[src/rtl/sap1_pkg.sv]
// -----------------------------------------------------------------------------
// sap1_pkg
// Shared constants for the SAP-1 core: memory geometry, opcode encodings and
// the fetch-unit FSM state type. The memory block uses the same depth and width
// constants, so the two stay consistent.
// -----------------------------------------------------------------------------
package sap1_pkg;

    localparam int MEM_DEPTH = 16;
    localparam int ADDR_W    = 4;
    localparam int WORD_W    = 8;

    localparam logic [3:0] OP_LDA = 4'h0;
    localparam logic [3:0] OP_ADD = 4'h1;
    localparam logic [3:0] OP_SUB = 4'h2;
    localparam logic [3:0] OP_AND = 4'h3;
    localparam logic [3:0] OP_OR  = 4'h4;
    localparam logic [3:0] OP_XOR = 4'h5;
    localparam logic [3:0] OP_JMP = 4'h6;
    localparam logic [3:0] OP_JZ  = 4'h7;
    localparam logic [3:0] OP_OUT = 4'hE;
    localparam logic [3:0] OP_HLT = 4'hF;

    typedef enum logic [2:0] {
        S_IDLE,
        S_F_REQ,
        S_F_WAIT,
        S_DECODE,
        S_O_REQ,
        S_O_WAIT,
        S_ISSUE,
        S_HALT
    } fetch_state_t;

    // LDA..XOR occupy the bottom of the opcode space and all read an operand.
    function automatic logic is_mem_ref(input logic [3:0] op);
        return (op <= OP_XOR);
    endfunction

endpackage

[src/rtl/sap1_fetch_unit.sv]
// -----------------------------------------------------------------------------
// sap1_fetch_unit
// Bus initiator and instruction sequencer of the SAP-1 core. Fetches the
// instruction at pc, resolves JMP/JZ/HLT/NOP locally, reads the operand for
// memory-reference ops and hands {opcode, operand} to the execute unit over a
// valid/ready handshake.
//
// Ports
//   clk, rst_n   : clock, asynchronous active-low reset
//   run          : start fetching (only looked at while idle)
//   mem_addr     : memory address
//   mem_read     : read strobe, memory captures on the edge where it is 1
//   mem_write    : tied 0 (read-only initiator)
//   mem_wdata    : tied 0x00
//   mem_rdata    : read data, valid the cycle after the read edge
//   ex_valid     : issue valid
//   ex_opcode    : issued opcode
//   ex_operand   : issued operand byte (0x00 for OUT)
//   ex_ready     : execute unit accepts the issue
//   zero_flag    : accumulator-zero flag, looked at in DECODE only
//   pc           : program counter
//   halted       : HLT has been executed
// -----------------------------------------------------------------------------
module sap1_fetch_unit
    import sap1_pkg::*;
(
    input  logic       clk,
    input  logic       rst_n,
    input  logic       run,
    output logic [3:0] mem_addr,
    output logic       mem_read,
    output logic       mem_write,
    output logic [7:0] mem_wdata,
    input  logic [7:0] mem_rdata,
    output logic       ex_valid,
    output logic [3:0] ex_opcode,
    output logic [7:0] ex_operand,
    input  logic       ex_ready,
    input  logic       zero_flag,
    output logic [3:0] pc,
    output logic       halted
);

    fetch_state_t r_state;
    fetch_state_t w_state_nxt;

    logic [3:0] r_pc;
    logic [7:0] r_ir;
    logic [7:0] r_operand;
    logic [3:0] r_addr_last;

    logic [3:0] w_pc_nxt;
    logic [7:0] w_ir_nxt;
    logic [7:0] w_operand_nxt;
    logic [3:0] w_mem_addr;
    logic [3:0] w_op;

    assign w_op = r_ir[7:4];

    // State register
    always_ff @(posedge clk or negedge rst_n) begin
        if (!rst_n) begin
            r_state <= S_IDLE;
        end else begin
            r_state <= w_state_nxt;
        end
    end

    // Datapath registers; reset so every output has a defined reset value
    always_ff @(posedge clk or negedge rst_n) begin
        if (!rst_n) begin
            r_pc        <= 4'h0;
            r_ir        <= 8'h00;
            r_operand   <= 8'h00;
            r_addr_last <= 4'h0;
        end else begin
            r_pc        <= w_pc_nxt;
            r_ir        <= w_ir_nxt;
            r_operand   <= w_operand_nxt;
            r_addr_last <= w_mem_addr;
        end
    end

    // Next-state and datapath update
    always_comb begin
        w_state_nxt   = r_state;
        w_pc_nxt      = r_pc;
        w_ir_nxt      = r_ir;
        w_operand_nxt = r_operand;

        case (r_state)
            S_IDLE: begin
                if (run) begin
                    w_state_nxt = S_F_REQ;
                end
            end
            S_F_REQ: begin
                w_state_nxt = S_F_WAIT;
            end
            S_F_WAIT: begin
                w_ir_nxt    = mem_rdata;
                w_pc_nxt    = r_pc + 4'd1;   // 4-bit, wraps 15 -> 0
                w_state_nxt = S_DECODE;
            end
            S_DECODE: begin
                if (is_mem_ref(w_op)) begin
                    w_state_nxt = S_O_REQ;
                end else begin
                    case (w_op)
                        OP_JMP: begin
                            w_pc_nxt    = r_ir[3:0];
                            w_state_nxt = S_F_REQ;
                        end
                        OP_JZ: begin
                            if (zero_flag) begin
                                w_pc_nxt = r_ir[3:0];
                            end
                            w_state_nxt = S_F_REQ;
                        end
                        OP_OUT: begin
                            w_operand_nxt = 8'h00;
                            w_state_nxt   = S_ISSUE;
                        end
                        OP_HLT: begin
                            w_state_nxt = S_HALT;
                        end
                        default: begin
                            w_state_nxt = S_F_REQ;   // 0x8-0xD are NOPs
                        end
                    endcase
                end
            end
            S_O_REQ: begin
                w_state_nxt = S_O_WAIT;
            end
            S_O_WAIT: begin
                w_operand_nxt = mem_rdata;
                w_state_nxt   = S_ISSUE;
            end
            S_ISSUE: begin
                if (ex_ready) begin
                    w_state_nxt = S_F_REQ;
                end
            end
            S_HALT: begin
                w_state_nxt = S_HALT;
            end
            default: begin
                w_state_nxt = S_IDLE;
            end
        endcase
    end

    // Address mux: outside the request states the bus keeps its last address,
    // which r_addr_last remembers.
    always_comb begin
        w_mem_addr = r_addr_last;
        case (r_state)
            S_IDLE, S_F_REQ: w_mem_addr = r_pc;
            S_O_REQ:         w_mem_addr = r_ir[3:0];
            default:         w_mem_addr = r_addr_last;
        endcase
    end

    // All outputs come from state or registers only (Moore).
    assign mem_addr   = w_mem_addr;
    assign mem_read   = (r_state == S_F_REQ) || (r_state == S_O_REQ);
    assign mem_write  = 1'b0;
    assign mem_wdata  = 8'h00;
    assign ex_valid   = (r_state == S_ISSUE);
    assign ex_opcode  = r_ir[7:4];
    assign ex_operand = r_operand;
    assign pc         = r_pc;
    assign halted     = (r_state == S_HALT);

endmodule
[config.mk]
export PLATFORM = sky130hd
export DESIGN_NAME = sap1_fetch_unit
export DESIGN_NICKNAME = d
export VERILOG_FILES = /design/src/rtl/sap1_pkg.sv /design/src/rtl/sap1_fetch_unit.sv
export SDC_FILE = /design/constraint.sdc
export NUM_CORES = 1
export LEC_CHECK = 0
export ABC_AREA = 1
export CORE_UTILIZATION = 40
export DETAILED_ROUTE_END_ITERATION = 8
export HOLD_SLACK_MARGIN = 0.12
export PLACE_DENSITY = 0.71
export SYNTH_ARGS = -nofsm -noshare
export SYNTH_HDL_FRONTEND = slang
export SYNTH_SLANG_ARGS = --single-unit
[constraint.sdc]
create_clock -name clk -period 2 [get_ports clk]
set_clock_uncertainty 0.2 [all_clocks]
set_input_delay 0.5 -clock clk [delete_from_list [all_inputs] [get_ports clk]]
set_output_delay 0.5 -clock clk [all_outputs]
set_load 0.005 [all_outputs]
==> impl_metrics.ini <==
[clock_tree]
hold_buffers = 0
clk_latency_ns = 0.34
htree_levels = 1
tritoncts = done
clock_path_buffers = 2
cts_buffers = 3
cts-root-buf = clkbuf_4
path_clk_slew_ns = 0.15
cts.sinks = 27

[layout]
fill_cells = 318
n_antenna_cell = 0
nets = 248
syn_to_final_growth_pct = 40.44
stdcell_area_mm2 = 0.001986
drive_gt1_share_pct = 24.03

[timing]
maxSlewViolCount = 0
hold_viol = 0
tns_ns = -0.8604
period_needed_ns = 2.223
rsz0062_at_grt = true
setup_slack_ns = -0.2230
finalCritPeriodShare_pct = 111.1
finalSetupViolations = 6
fmaxAchievable_ghz = 0.4499

[worst_setup_path]
worstPathMaxFanout = 4
end_kind = output port
regToRegStartpoint = r_state[0]
worst_path_largest_cell_delay_ns = 0.45
start_kind = register
critPathKind = reg -> out
r2r_end = r_ir[2]
critical_path_required_ns = 1.30
worstPathCellList = buf_4, nor2_4, buf_4, nor2_4, nand2_1, nand3_2, buf_2
ff2ff_path_depth = 6
path_delay_family = flip-flops
path_buf_inv = 3
crit_start = r_state[1]
r2r_slack_ns = 0.28
arrival_ns = 1.52
slowest_stage = dfrtp_1

[grt]
grt_max_degree = 28
grt_usage_pct = 18.83
grt_pass1_vias = 1157
grt_first_pass_wirelength_mm = 5.030
grt.overflow.total = 0
antenna_found_initial = 0

[min_path]
min_to = r_addr_last[1]
min_path_cells = 2
hold_path.class = reg -> reg
min-delay-start = r_addr_last[1]

[logic_synthesis]
async_reset_ff_share_pct = 100.0
synth_cells = 176
ys_warn_count = 0
synth.distinct_cells = 21
synth_common_cells = nand2_1 (74), dfrtp_1 (27), buf_4 (15), nor2_1 (15), inv_1 (10)
ys_ff_latch = 27
synth_most_common_cell = nand2_1
seq_area_frac_synth_pct = 47.79
synth.area.top_cells = dfrtp_1 (48%), nand2_1 (20%), buf_4 (8.0%)
synth_top_area_share_pct = 47.79
syn_avg_cell_area_um2 = 8.033
synthesis.area_mm2 = 0.001414
synth_largest_area_cell = dfrtp_1
synth_ff_type = dfrtp_1
synth_edf_count = 0

[power]
power_frac_seq_pct = 31.5
power_frac_comb_pct = 60.1
p_clk_share_pct = 8.4
switching_power_w = 0.001215
ir_drop_mv = 0.7118
p_sw_share_pct = 41.05
p_leak_nw = 1.062
powerDensity_mw_per_mm2 = 1491
intPower_w = 0.001745
p_total_w = 0.002961

[routing]
route.detailed.drc = 0
detail-route-antenna-nets = 0
drtIter0Drc = 33
vias_per_cell = 4.559
wire_per_inst_um = 11.08
dr.pass1.iters = 4
vias = 1272
wirelength_mm = 3.091

[place]
dpl-instance-area_mm2 = 0.001844
place_hpwl_mm = 2.181
portBuffers = 35
gp_congestion = 0.7806
pre_cts_slack_ns = -0.2900

[run_status]
status = finished, violations left
failed_checks = setup timing

[floorplanning]
chipHeight_um = 61.45
core_area_mm2 = 0.003363
io_pins = 45
placementRows = 21
die-area_mm2 = 0.003776
die_x_um = 61.45
initial_core_util_pct = 42.04

[run]
cap_violations = 0
-- layer usage --
metal | global-route usage, % | vias to the layer above | routed length, µm
met5 | 0 | - | 0
met4 | 8.571 | 0 | 53
met3 | 5.672 | 5 | 163
met2 | 30.75 | 33 | 1503
met1 | 23.01 | 589 | 1371
li1 | - | 645 | -
-- area by class of cell --
type / instances / area [µm²] / area share [%]
flip-flops and latches: 27 / 675.6 / 34.03
multi-input cells: 130 / 651.9 / 32.83
clock inverters: 1 / 7.507 / 0.3781
well taps: 46 / 57.56 / 2.899
inverters: 12 / 47.55 / 2.394
repair buffers: 60 / 523.0 / 26.34
clock buffers: 3 / 22.52 / 1.134
-- stage by stage --
stage	util, %	hold slack (ns)	instances
detailed placement	54.84	0.2643	264
CTS	58.18	0.3042	278
finish	59.04	0.2971	279
global route	59.04	0.3193	279
floorplan	-	0.004409	184
global placement	54.84	0.2614	264
-- power groups by stage --
| stage | clock network, W | registers, W | logic [W] |
|---|---|---|---|
| detailed placement | 0 | 0.000951 | 0.00160 |
| global placement | 0 | 0.000944 | 0.00158 |
| CTS | 0.000256 | 0.000924 | 0.00174 |
| finish | 0.000250 | 0.000933 | 0.00178 |
| global route | 0.000277 | 0.000958 | 0.00199 |
| floorplan | 0 | 0.000951 | 0.000907 |
-- worst max-delay path by stage --
stage,slack (ns),cells past startpoint,end
CTS,-0.26,8,mem_addr[3]
detailed placement,-0.29,7,mem_addr[3]
floorplan,0.23,5,mem_addr[3]
finish,-0.22,7,mem_addr[0]
global route,-0.29,6,mem_addr[0]
global placement,-0.24,7,mem_addr[3]
-- kinds of logic (layout without fill, tap and decap cells) --
| kind of cell | count (synthesis) | count (layout) | share of synthesized area (%) |
|---|---|---|---|
| and+or+nand+nor | 102 | 102 | 30.27 |
| DFF | 27 | 27 | 47.79 |
| buffers and inverters | 27 | 76 | 11.33 |
| AOI/OAI and AO/OA | 12 | 12 | 4.868 |
| muxes | 5 | 5 | 3.982 |
| adders and majority gates | 1 | 1 | 0.8848 |
| other | 1 | 9 | 0.2652 |
| xor gates and xnor gates | 1 | 1 | 0.6196 |
-- sequential cells by signal, indices dropped and copies added (netlist names) --
| signal | flops |
|---|---|
| ex_operand | 8 |
| r_ir | 8 |
| pc | 4 |
| r_addr_last | 4 |
| r_state | 3 |
-- what timing repair did --
action	in CTS	in global routing
setup buffers	10	2
resized for setup	42	9
pin swaps	2	6
setup endpoints to repair	14	9
-- worst reg2reg max path: cells and delay by family, from the launching register on --
kind                   cells  cell delay [ns]
buffers and inverters      4             0.55
DFF                        1             0.44
muxes                      1             0.34
and+or+nand+nor            1             0.08
-- cells in the final DEF, fill, tap and decap left out, types with 5 or more instances in the layout --
cell	count
inv_1	9
buf_2	7
mux2_2	5
clkdlybuf4s50_1	23
buf_4	20
nor2_1	11
nand2_1	73
conb_1	9
dfrtp_1	27
buf_6	5
nand3_1	5
Note: power is estimated with default switching activity, not from simulation.
